$ cat src/rtl/pipes_pkg.sv
// Shared MIPS pipeline definitions: opcode/funct encodings and MDU types.
package pipes;

    localparam logic [5:0] OP_RTYPE = 6'h00;
    localparam logic [5:0] OP_ADDI  = 6'h08;
    localparam logic [5:0] OP_ADDIU = 6'h09;

    localparam logic [5:0] F6_NOP   = 6'h00;
    localparam logic [5:0] F6_MFHI  = 6'h10;
    localparam logic [5:0] F6_MTHI  = 6'h11;
    localparam logic [5:0] F6_MFLO  = 6'h12;
    localparam logic [5:0] F6_MTLO  = 6'h13;
    localparam logic [5:0] F6_MULT  = 6'h18;
    localparam logic [5:0] F6_MULTU = 6'h19;
    localparam logic [5:0] F6_DIV   = 6'h1A;
    localparam logic [5:0] F6_DIVU  = 6'h1B;
    localparam logic [5:0] F6_ADDU  = 6'h21;
    localparam logic [5:0] F6_SUBU  = 6'h23;
    localparam logic [5:0] F6_AND   = 6'h24;
    localparam logic [5:0] F6_OR    = 6'h25;
    localparam logic [5:0] F6_XOR   = 6'h26;
    localparam logic [5:0] F6_SLT   = 6'h2A;
    localparam logic [5:0] F6_SLTU  = 6'h2B;

    typedef enum logic [1:0] {
        IDLE = 2'd0,
        MUL  = 2'd1,
        DIV  = 2'd2,
        FIX  = 2'd3
    } mdu_state_t;

    typedef enum logic [2:0] {
        MOP_NONE  = 3'd0,
        MOP_MULT  = 3'd1,
        MOP_MULTU = 3'd2,
        MOP_DIV   = 3'd3,
        MOP_DIVU  = 3'd4,
        MOP_MTHI  = 3'd5,
        MOP_MTLO  = 3'd6
    } mdu_op_t;

endpackage

$ cat src/rtl/execute_mdu_stage_mdu.sv
// Multiply/divide unit: owns HI/LO, runs a counted multiply and a restoring divider.
module mdu
    import pipes::*;
#(
    parameter int DATA_W     = 32,
    parameter int MUL_CYCLES = 4
) (
    input  logic              clk,
    input  logic              reset,
    input  logic              start,
    input  mdu_op_t           op,
    input  logic [DATA_W-1:0] op_a,
    input  logic [DATA_W-1:0] op_b,
    input  logic              out_free,
    output logic              done,
    output mdu_state_t        state,
    output logic [DATA_W-1:0] hi,
    output logic [DATA_W-1:0] lo
);

    localparam int CNT_MAX = (MUL_CYCLES > DATA_W) ? MUL_CYCLES : DATA_W;
    localparam int CNT_W   = $clog2(CNT_MAX + 1);

    mdu_state_t          state_reg;
    logic [CNT_W-1:0]    cnt_reg;
    logic [DATA_W-1:0]   a_reg, b_reg, dvsr_reg, rem_reg, quo_reg;
    logic                sgn_reg;
    logic [DATA_W-1:0]   hi_reg, lo_reg;

    logic [2*DATA_W-1:0] ext_a, ext_b, product;
    logic [DATA_W:0]     trial;
    logic [DATA_W-1:0]   rem_next, quo_next, fix_hi, fix_lo, abs_a, abs_b;
    logic                neg_q, neg_r, div_zero, start_signed;

    always_comb begin
        // One multiplier serves both MULT and MULTU: the low 2W bits of the
        // extended product are correct for either signedness.
        ext_a   = sgn_reg ? {{DATA_W{a_reg[DATA_W-1]}}, a_reg} : {{DATA_W{1'b0}}, a_reg};
        ext_b   = sgn_reg ? {{DATA_W{b_reg[DATA_W-1]}}, b_reg} : {{DATA_W{1'b0}}, b_reg};
        product = ext_a * ext_b;

        trial    = {rem_reg, quo_reg[DATA_W-1]} - {1'b0, dvsr_reg};
        rem_next = trial[DATA_W] ? {rem_reg[DATA_W-2:0], quo_reg[DATA_W-1]} : trial[DATA_W-1:0];
        quo_next = {quo_reg[DATA_W-2:0], ~trial[DATA_W]};

        div_zero = (b_reg == '0);
        neg_q    = sgn_reg && (a_reg[DATA_W-1] ^ b_reg[DATA_W-1]);
        neg_r    = sgn_reg && a_reg[DATA_W-1];
        fix_lo   = div_zero ? '1    : (neg_q ? -quo_reg : quo_reg);
        fix_hi   = div_zero ? a_reg : (neg_r ? -rem_reg : rem_reg);

        start_signed = (op == MOP_DIV);
        abs_a = (start_signed && op_a[DATA_W-1]) ? -op_a : op_a;
        abs_b = (start_signed && op_b[DATA_W-1]) ? -op_b : op_b;
    end

    always_ff @(posedge clk) begin
        if (reset) begin
            state_reg <= IDLE;
            cnt_reg   <= '0;
            a_reg     <= '0;
            b_reg     <= '0;
            dvsr_reg  <= '0;
            rem_reg   <= '0;
            quo_reg   <= '0;
            sgn_reg   <= 1'b0;
            hi_reg    <= '0;
            lo_reg    <= '0;
        end else begin
            case (state_reg)
                IDLE: begin
                    if (start) begin
                        case (op)
                            MOP_MULT, MOP_MULTU: begin
                                a_reg     <= op_a;
                                b_reg     <= op_b;
                                sgn_reg   <= (op == MOP_MULT);
                                cnt_reg   <= CNT_W'(MUL_CYCLES - 1);
                                state_reg <= MUL;
                            end
                            MOP_DIV, MOP_DIVU: begin
                                a_reg     <= op_a;
                                b_reg     <= op_b;
                                sgn_reg   <= start_signed;
                                dvsr_reg  <= abs_b;
                                quo_reg   <= abs_a;
                                rem_reg   <= '0;
                                cnt_reg   <= CNT_W'(DATA_W - 1);
                                state_reg <= DIV;
                            end
                            MOP_MTHI: hi_reg <= op_a;
                            MOP_MTLO: lo_reg <= op_a;
                            default: ;
                        endcase
                    end
                end
                MUL: begin
                    if (cnt_reg != '0) begin
                        cnt_reg <= cnt_reg - 1'b1;
                    end else if (out_free) begin
                        {hi_reg, lo_reg} <= product;
                        state_reg        <= IDLE;
                    end
                end
                DIV: begin
                    rem_reg <= rem_next;
                    quo_reg <= quo_next;
                    if (cnt_reg == '0) begin
                        state_reg <= FIX;
                    end else begin
                        cnt_reg <= cnt_reg - 1'b1;
                    end
                end
                FIX: begin
                    if (out_free) begin
                        hi_reg    <= fix_hi;
                        lo_reg    <= fix_lo;
                        state_reg <= IDLE;
                    end
                end
                default: state_reg <= IDLE;
            endcase
        end
    end

    assign done  = out_free && (((state_reg == MUL) && (cnt_reg == '0)) || (state_reg == FIX));
    assign state = state_reg;
    assign hi    = hi_reg;
    assign lo    = lo_reg;

endmodule

$ cat src/rtl/execute_mdu_stage.sv
// Execute stage: single-cycle ALU, valid/ready handshake, one-entry output buffer, MDU.
module execute_mdu_stage
    import pipes::*;
#(
    parameter int DATA_W     = 32,
    parameter int MUL_CYCLES = 4
) (
    input  logic              clk,
    input  logic              reset,
    input  logic              in_valid,
    output logic              in_ready,
    input  logic [5:0]        in_op,
    input  logic [5:0]        in_func,
    input  logic [DATA_W-1:0] in_src_a,
    input  logic [DATA_W-1:0] in_rd2,
    input  logic [DATA_W-1:0] in_imm,
    input  logic [4:0]        in_wa,
    output logic              out_valid,
    input  logic              out_ready,
    output logic [DATA_W-1:0] out_result,
    output logic [4:0]        out_wa,
    output logic              out_reg_write,
    output logic              busy
);

    mdu_state_t        mdu_state;
    mdu_op_t           mdu_op;
    logic [DATA_W-1:0] mdu_hi, mdu_lo, alu_result;
    logic              mdu_done, alu_write, is_long, out_free, accept;

    logic              out_valid_reg, out_reg_write_reg;
    logic [DATA_W-1:0] out_result_reg;
    logic [4:0]        out_wa_reg, mdu_wa_reg;

    assign busy     = (mdu_state != IDLE);
    assign out_free = !out_valid_reg || out_ready;
    assign in_ready = !busy && out_free;
    assign accept   = in_valid && in_ready;

    always_comb begin
        alu_result = '0;
        alu_write  = 1'b0;
        mdu_op     = MOP_NONE;
        if (in_op == OP_ADDI || in_op == OP_ADDIU) begin
            alu_result = in_src_a + in_imm;
            alu_write  = 1'b1;
        end else if (in_op == OP_RTYPE) begin
            case (in_func)
                F6_ADDU:  begin alu_result = in_src_a + in_rd2; alu_write = 1'b1; end
                F6_SUBU:  begin alu_result = in_src_a - in_rd2; alu_write = 1'b1; end
                F6_AND:   begin alu_result = in_src_a & in_rd2; alu_write = 1'b1; end
                F6_OR:    begin alu_result = in_src_a | in_rd2; alu_write = 1'b1; end
                F6_XOR:   begin alu_result = in_src_a ^ in_rd2; alu_write = 1'b1; end
                F6_SLT: begin
                    alu_result = {{(DATA_W-1){1'b0}}, ($signed(in_src_a) < $signed(in_rd2))};
                    alu_write  = 1'b1;
                end
                F6_SLTU: begin
                    alu_result = {{(DATA_W-1){1'b0}}, (in_src_a < in_rd2)};
                    alu_write  = 1'b1;
                end
                F6_MFHI:  begin alu_result = mdu_hi; alu_write = 1'b1; end
                F6_MFLO:  begin alu_result = mdu_lo; alu_write = 1'b1; end
                F6_MTHI:  mdu_op = MOP_MTHI;
                F6_MTLO:  mdu_op = MOP_MTLO;
                F6_MULT:  mdu_op = MOP_MULT;
                F6_MULTU: mdu_op = MOP_MULTU;
                F6_DIV:   mdu_op = MOP_DIV;
                F6_DIVU:  mdu_op = MOP_DIVU;
                default: ;
            endcase
        end
    end

    // Long ops emit their record later, from the MDU, not at acceptance.
    assign is_long = (mdu_op == MOP_MULT) || (mdu_op == MOP_MULTU) ||
                     (mdu_op == MOP_DIV)  || (mdu_op == MOP_DIVU);

    mdu #(
        .DATA_W    (DATA_W),
        .MUL_CYCLES(MUL_CYCLES)
    ) u_mdu (
        .clk     (clk),
        .reset   (reset),
        .start   (accept && (mdu_op != MOP_NONE)),
        .op      (mdu_op),
        .op_a    (in_src_a),
        .op_b    (in_rd2),
        .out_free(out_free),
        .done    (mdu_done),
        .state   (mdu_state),
        .hi      (mdu_hi),
        .lo      (mdu_lo)
    );

    always_ff @(posedge clk) begin
        if (reset) begin
            out_valid_reg     <= 1'b0;
            out_result_reg    <= '0;
            out_wa_reg        <= '0;
            out_reg_write_reg <= 1'b0;
            mdu_wa_reg        <= '0;
        end else begin
            if (accept && is_long) begin
                mdu_wa_reg <= in_wa;
            end
            // accept and mdu_done are exclusive: accept needs IDLE, done needs MUL/FIX.
            if (accept && !is_long) begin
                out_valid_reg     <= 1'b1;
                out_result_reg    <= alu_result;
                out_wa_reg        <= in_wa;
                out_reg_write_reg <= alu_write;
            end else if (mdu_done) begin
                out_valid_reg     <= 1'b1;
                out_result_reg    <= '0;
                out_wa_reg        <= mdu_wa_reg;
                out_reg_write_reg <= 1'b0;
            end else if (out_ready) begin
                out_valid_reg <= 1'b0;
            end
        end
    end

    assign out_valid     = out_valid_reg;
    assign out_result    = out_result_reg;
    assign out_wa        = out_wa_reg;
    assign out_reg_write = out_reg_write_reg;

endmodule

$ cat config.mk
export PLATFORM = sky130hd
export DESIGN_NAME = execute_mdu_stage
export DESIGN_NICKNAME = d
export VERILOG_FILES = /design/src/rtl/pipes_pkg.sv /design/src/rtl/execute_mdu_stage_mdu.sv /design/src/rtl/execute_mdu_stage.sv
export SDC_FILE = /design/constraint.sdc
export NUM_CORES = 2
export LEC_CHECK = 0
export ABC_AREA = 1
export CORE_ASPECT_RATIO = 0.9
export CORE_MARGIN = 4
export CORE_UTILIZATION = 30
export DETAILED_ROUTE_END_ITERATION = 8
export GPL_TIMING_DRIVEN = 0
export SYNTH_ARGS = -nofsm -noshare
export SYNTH_HDL_FRONTEND = slang
export SYNTH_SLANG_ARGS = --single-unit
$ cat constraint.sdc
create_clock -name clk -period 10.2 [get_ports clk]
set_clock_uncertainty 0.15 [all_clocks]
set_input_delay 2.04 -clock clk [delete_from_list [all_inputs] [get_ports clk]]
set_output_delay 2.04 -clock clk [all_outputs]
set_load 0.03 [all_outputs]
---- Yosys cells after proc, flatten, opt, wreduce, memory -nomap -nowiden ----
Index checks and enable logic that the tools add are counted.
storage, ports and cells
  register bits after elaboration ......... 277
  input port bits ......................... 117
  output and inout bits ................... 41
operators by class
  $add $sub $neg .......................... 9
  multiply operators ...................... 1
  magnitude comparators ................... 2
  equality and inequality tests ........... 37
  mux-type cells .......................... 57
  bitwise operators ....................... 5
  reductions and logical operators ........ 45
operators with widths
  cell                  count
  $mux W32              25
  $pmux W32 S9          1
  $pmux W32 S3          2
  $mux W64              2
  $neg A32 Y32          4
  $pmux W32 S2          2
  $add A32 B32 Y32      2
  $lt A32 B32 Y1        2
  $mul A64 B64 Y64      1
  $eq A6 B5 Y1 const B  8
  $eq A6 B6 Y1 const B  7
  $sub A33 B32 Y33      1
  $and A32 B32 Y32      1
  $logic_not A32 Y1     1
  $or A32 B32 Y32       1
  $sub A32 B32 Y32      1
  $xor A32 B32 Y32      1
  $mux W6               3
  $pmux W3 S6           1
  $pmux W6 S3           1
  $ne A2 B2 Y1 const B  7
  $eq A6 B4 Y1 const B  2
  $logic_not A6 Y1      2
  $pmux W6 S2           1
  other kinds (31)      77

---- Logic depth before layout (Yosys ltp) ----
  depth in word-level cells ............... 11
  gate-level depth with buffers ........... 41
  gate-level depth less buffers ........... 38

---- Modules after synthesis ----
A second synthesis with hierarchy kept.
second synthesis, totals
  cells, all modules ...................... 10519
  area, all modules ....................... 75611.3 um^2
by module, submodules not included
  module             instances  cells an instance  area an instance (um^2)  seq. area each (um^2)
  mdu                1          8700               65659.2                  4664.5
  execute_mdu_stage  1          1819               9952.0                   880.8

---- Worst setup path before layout ----
OpenSTA, ideal clock, no wires.
  path type ............................... flip-flop to flip-flop
  from .................................... register u_mdu.a_reg[31]
  to ...................................... register u_mdu.hi_reg[31] (netlist: u_mdu.hi[31])
  library setup time ...................... 0.070 ns
  data arrival time ....................... 9.199 ns
  data required time ...................... 9.980 ns
  path slack .............................. 0.781 ns
  cell stages (with the launch flop) ...... 36
  path buffers ............................ 4
  clock period less this slack ............ 9.419 ns
  cells stage by stage .................... dfxtp_1 clkbuf_1 nand2_1 inv_1 clkbuf_1 clkbuf_1 buf_1 nand2_1 fa_1 inv_1 fa_1 fa_1 inv_1 fa_1 inv_1 fa_1 fa_1 fa_1 inv_1 fa_1 inv_1 fa_1 inv_1 fa_1 inv_1 ha_1 nand2_1 nor3_1 nand2_1 nor4_1 nand2_1 nand3_1 inv_1 nand2_1 nand3_1 a21oi_1
on the way
  longest elaborated chain between the ends .. 5
  elaborated cells between the ends (all ways) .. 9
  classes of those cells .................. mul (1); mux (7); reduce/logical (1)
RTL lines
  element                                          line                                                       RTL
  start: declaration                               execute_mdu_stage_mdu.sv:26                                logic [DATA_W-1:0] a_reg, b_reg, dvsr_reg, rem_reg, quo_reg;
  start signal: assignment                         execute_mdu_stage_mdu.sv:75                                a_reg <= op_a;
  start signal: assignment                         execute_mdu_stage_mdu.sv:82                                a_reg <= op_a;
  $mux W64 or $logic_and A1 B1 Y1 (tied branches)  execute_mdu_stage_mdu.sv:38, execute_mdu_stage_mdu.sv:48
  $mul A64 B64 Y64 or $mux W32 (tied branches)     execute_mdu_stage_mdu.sv:40, execute_mdu_stage_mdu.sv:50
  $mux W32 (on tied branches)                      execute_mdu_stage_mdu.sv:100, execute_mdu_stage_mdu.sv:50
  $mux W32 (on tied branches)                      execute_mdu_stage_mdu.sv:98, execute_mdu_stage_mdu.sv:115
  $pmux W32 S3 (*)                                 execute_mdu_stage_mdu.sv:70                                case (state_reg)
  end signal: assignment                           execute_mdu_stage_mdu.sv:91                                MOP_MTHI: hi_reg <= op_a;
  end signal: assignment                           execute_mdu_stage_mdu.sv:101                               {hi_reg, lo_reg} <= product;
  end signal: assignment                           execute_mdu_stage_mdu.sv:116                               hi_reg <= fix_hi;
  end: declaration                                 execute_mdu_stage_mdu.sv:28                                logic [DATA_W-1:0] hi_reg, lo_reg;
Mark *: on every way between the ends. The rest lies on a longest branch, timed or not. The select of a mux whose other input is x is not followed.
A chain may end at the register's enable or synchronous reset.

---- Worst setup path in the final report ----
  from .................................... register u_mdu.a_reg[7]
  to ...................................... register u_mdu.hi_reg[27] (netlist: u_mdu.hi[27])
on the way
  longest elaborated chain between the ends .. 5
RTL lines
  element           line                          RTL
  $mux W64          execute_mdu_stage_mdu.sv:38   ext_a = sgn_reg ? {{DATA_W{a_reg[DATA_W-1]}}, a_reg} : {{DATA_W{1'b0}}, a_reg};
  $mul A64 B64 Y64  execute_mdu_stage_mdu.sv:40   product = ext_a * ext_b;
  $mux W32          execute_mdu_stage_mdu.sv:100  end else if (out_free) begin
  $mux W32          execute_mdu_stage_mdu.sv:98   if (cnt_reg != '0) begin
  $pmux W32 S3      execute_mdu_stage_mdu.sv:70
No other way between the ends. The select of a mux whose other input is x is not followed.

==> impl_metrics.env <==
export IMPL_outcome="finished clean"
export IMPL_clockPowerShare_pct=42.8
export IMPL_cp_required_ns=10.57
export IMPL_synth_seq_area_share_pct=7.40
export IMPL_yosys_warnings=0
export IMPL_tritoncts="yes"
export IMPL_ys_types=56
export IMPL_timing_hold_ws_ns=0.312
export IMPL_synth_edf_count=0
export IMPL_comb_power_share_pct=22.5
export IMPL_ys_flop_type="dfxtp_1"
export IMPL_ir_worst_vdd_mv=0.108
export IMPL_num_rows=173
export IMPL_syn_num_nets=12300
export IMPL_hp_class="reg2reg"
export IMPL_num_io_pins=158
export IMPL_cp_max_fo=7
export IMPL_start_kind="register"
export IMPL_antenna_found_initial=20
export IMPL_slowest_delay_ns=0.84
export IMPL_die_area_mm2=0.258
export IMPL_period_needed_ns=10.09
export IMPL_cts_sinks=277
export IMPL_cp_num_buf_inv=9
export IMPL_switching_share_pct=35.4
export IMPL_critPathCaptureType="register"
export IMPL_design_area_mm2=0.0823
export IMPL_cap_violations=0
export IMPL_max_freq_mhz=99.1
export IMPL_crit_family="adder cells"
export IMPL_die_w_um=535
export IMPL_relSlewSlack_pct=2.78
export IMPL_syn_avg_cell_area_um2=7.26
export IMPL_area_growth_syn_to_layout_pct=9.89
export IMPL_drt_iter0_drc=9153
export IMPL_start_util_pct=30.2
export IMPL_maxSlewViolCount=0
export IMPL_routed_via_density=5.14
export IMPL_arrival_ns=10.45
export IMPL_synth_top_cell_area_share_pct=38.0
export IMPL_synthTopCellsByCount="inv_1, nand2_1, fa_1"
export IMPL_first_global_vias=69400
export IMPL_drive_gt1_share_pct=3.57
export IMPL_criticalPathCategory="reg2reg"
export IMPL_h_tree_depth=2
export IMPL_cpMaxStageDelayCell="dfxtp_1"
export IMPL_p_seq_share_pct=34.7
export IMPL_p_leak_nw=44.6
export IMPL_die_h_um=482
export IMPL_setup_violations_final=0
export IMPL_powerDensity_mw_per_mm2=38.0
export IMPL_gp_routability_congestion=1.05
export IMPL_nNetsFinal=12500
export IMPL_worstMarginPinSlew_ns=1.46
export IMPL_finalHoldViolations=0
export IMPL_numCtsBuffers=37
export IMPL_synth_seq_cells=277
export IMPL_dpl_instance_area_mm2=0.0806
export IMPL_overflow=0
export IMPL_grt_first_pass_wirelength_um=497000
export IMPL_dpl_hpwl_um=296000
export IMPL_p_sw_mw=1.11
export IMPL_grt_setup_unrepaired="yes"
export IMPL_tns_ns=0
export IMPL_synth_cells=10300
export IMPL_vias=71200
export IMPL_synth_most_common_cell="inv_1"
export IMPL_hold_buffers=0
export IMPL_synth_area_mm2=0.0749
export IMPL_grt_start_max_net_pins=29
export IMPL_ant_nets=0
export IMPL_io_buffers=155
export IMPL_synth_area_leaders="fa_1, inv_1, nand2_1"
export IMPL_avgRoutedWirePerCell_um=25.1
export IMPL_dr_pass1_iters=7
export IMPL_clk_latency_ns=0.59
export IMPL_cts_root_buf="clkbuf_16"
export IMPL_instances_no_fill=13900
export IMPL_wl_um=348000
export IMPL_async_flop_share_pct=0
export IMPL_grt_use_total_pct=26.6
export IMPL_core_mm2=0.248
export IMPL_path_clk_slew_ns=0.06
export IMPL_fill_cells=27200
export IMPL_period_share_pct=98.9
export IMPL_cts_buffer_depth=3
export IMPL_intPower_mw=2.02
export IMPL_placedCellCount=13800
export IMPL_yosys_area_top_type="fa_1"
export IMPL_drcViolationCount=0
## layer usage
layer / vias up / GRT usage (%) / wire length (µm)
met4: 12 / 10.3 / 17300
met2: 4256 / 37.2 / 137000
met5: - / 0 / 79
li1: 31200 / - / -
met3: 642 / 8.89 / 47900
met1: 35100 / 37.6 / 146000
## worst paths after layout
| check | slack (ns) | cells after the start | end | startpoint |
|---|---|---|---|---|
| setup reg to reg | 0.11 | 32 | u_mdu.hi[27] | u_mdu.a_reg[7] |
| hold reg to reg | 0.31 | 2 | out_reg_write | out_reg_write |
| setup / recovery | 0.11 | 32 | u_mdu.hi[27] | u_mdu.a_reg[7] |
| hold / removal | 0.31 | 2 | out_reg_write | out_reg_write |
## stage by stage
stage          total power [mW]  setup WS (ns)  utilization (%)
2_1_floorplan              1.46          0.781                -
3_3_place_gp               1.77          -2.82             32.6
3_5_place_dp               1.77          -2.85             32.6
4_1_cts                    3.07        0.00106             33.1
5_1_grt                    3.19        -0.0331             33.2
6_report                   3.13          0.113             33.2
## timing repair
action / 4_1_cts / 5_1_grt
endpoints found under the setup margin: 35 / 32
setup buffers: 2 / 19
gates resized for setup: 93 / 182
endpoints found under the hold margin: 0 / 0
pin swaps: 1 / 8
## cells by family (layout without fill, tap and decap cells)
kind of cell / after synthesis / after routing / synth area share [%]
AND/OR/NAND/NOR: 3326 / 3326 / 18.1
buffers and inverters: 3208 / 3422 / 16.3
adder cells (fa/ha/maj): 1901 / 1901 / 46.0
AO/OA/AOI/OAI: 1497 / 1497 / 11.0
flip-flops: 277 / 277 / 7.40
XOR/XNOR: 108 / 108 / 1.26
other: 0 / 9 / 0
## layout by cell type (no fill, tap or decap), types with 9 or more instances in the layout
cell and n:
inv_1 2744, nand2_1 2099, fa_1 1413, a21oi_1 625, nor2_1 597, o21ai_0 545
ha_1 473, nand3_1 347, dfxtp_1 266, clkbuf_1 257, clkdlybuf4s50_1 155, clkbuf_2 88
nor3_1 79, nand4_1 70, xor2_1 67, o211ai_1 45, a31oi_1 44, buf_2 41
xnor2_1 41, a211oi_1 40, clkbuf_16 39, o21bai_1 32, buf_4 31, or2_2 28
nor4_1 27, a21o_1 22, nor2_2 21, a21boi_0 21, nand3b_1 20, o22ai_1 19
o21ai_1 17, o21a_1 17, inv_2 16, nand2_2 15, a41oi_1 13, fa_2 10
dfxtp_2 10, diode_2 9, clkinvlp_4 9
## power groups by stage
stage	sequential, mW	clock (mW)	combinational (mW)
2_1_floorplan	1.11	0	0.347
4_1_cts	1.09	1.32	0.663
3_5_place_dp	1.11	0	0.661
5_1_grt	1.09	1.37	0.734
3_3_place_gp	1.11	0	0.664
6_report	1.09	1.34	0.703
## worst register-to-register path, delay by kind of cell (launching register included)
family	cells	cell delay [ns]
adder cells (fa/ha/maj)	11	5.23
AND/OR/NAND/NOR	11	2.33
buffers and inverters	9	1.27
flip-flops	1	0.84
AO/OA/AOI/OAI	1	0.20
## area by class of cell
| cell class | count | area [µm²] | share of cell area, % |
|---|---|---|---|
| Timing Repair Buffer | 177 | 1730 | 2.10 |
| Antenna cell | 9 | 22.5 | 0.0274 |
| Inverter | 2767 | 10400 | 12.6 |
| Sequential cell | 277 | 5560 | 6.76 |
| Multi-Input combinational cell | 6832 | 57400 | 69.7 |
| Tap cell | 3325 | 4160 | 5.05 |
| Clock buffer | 46 | 1040 | 1.27 |
| Buffer | 414 | 1860 | 2.25 |
| Clock inverter | 18 | 143 | 0.173 |
(Power assumes the default switching activity.)
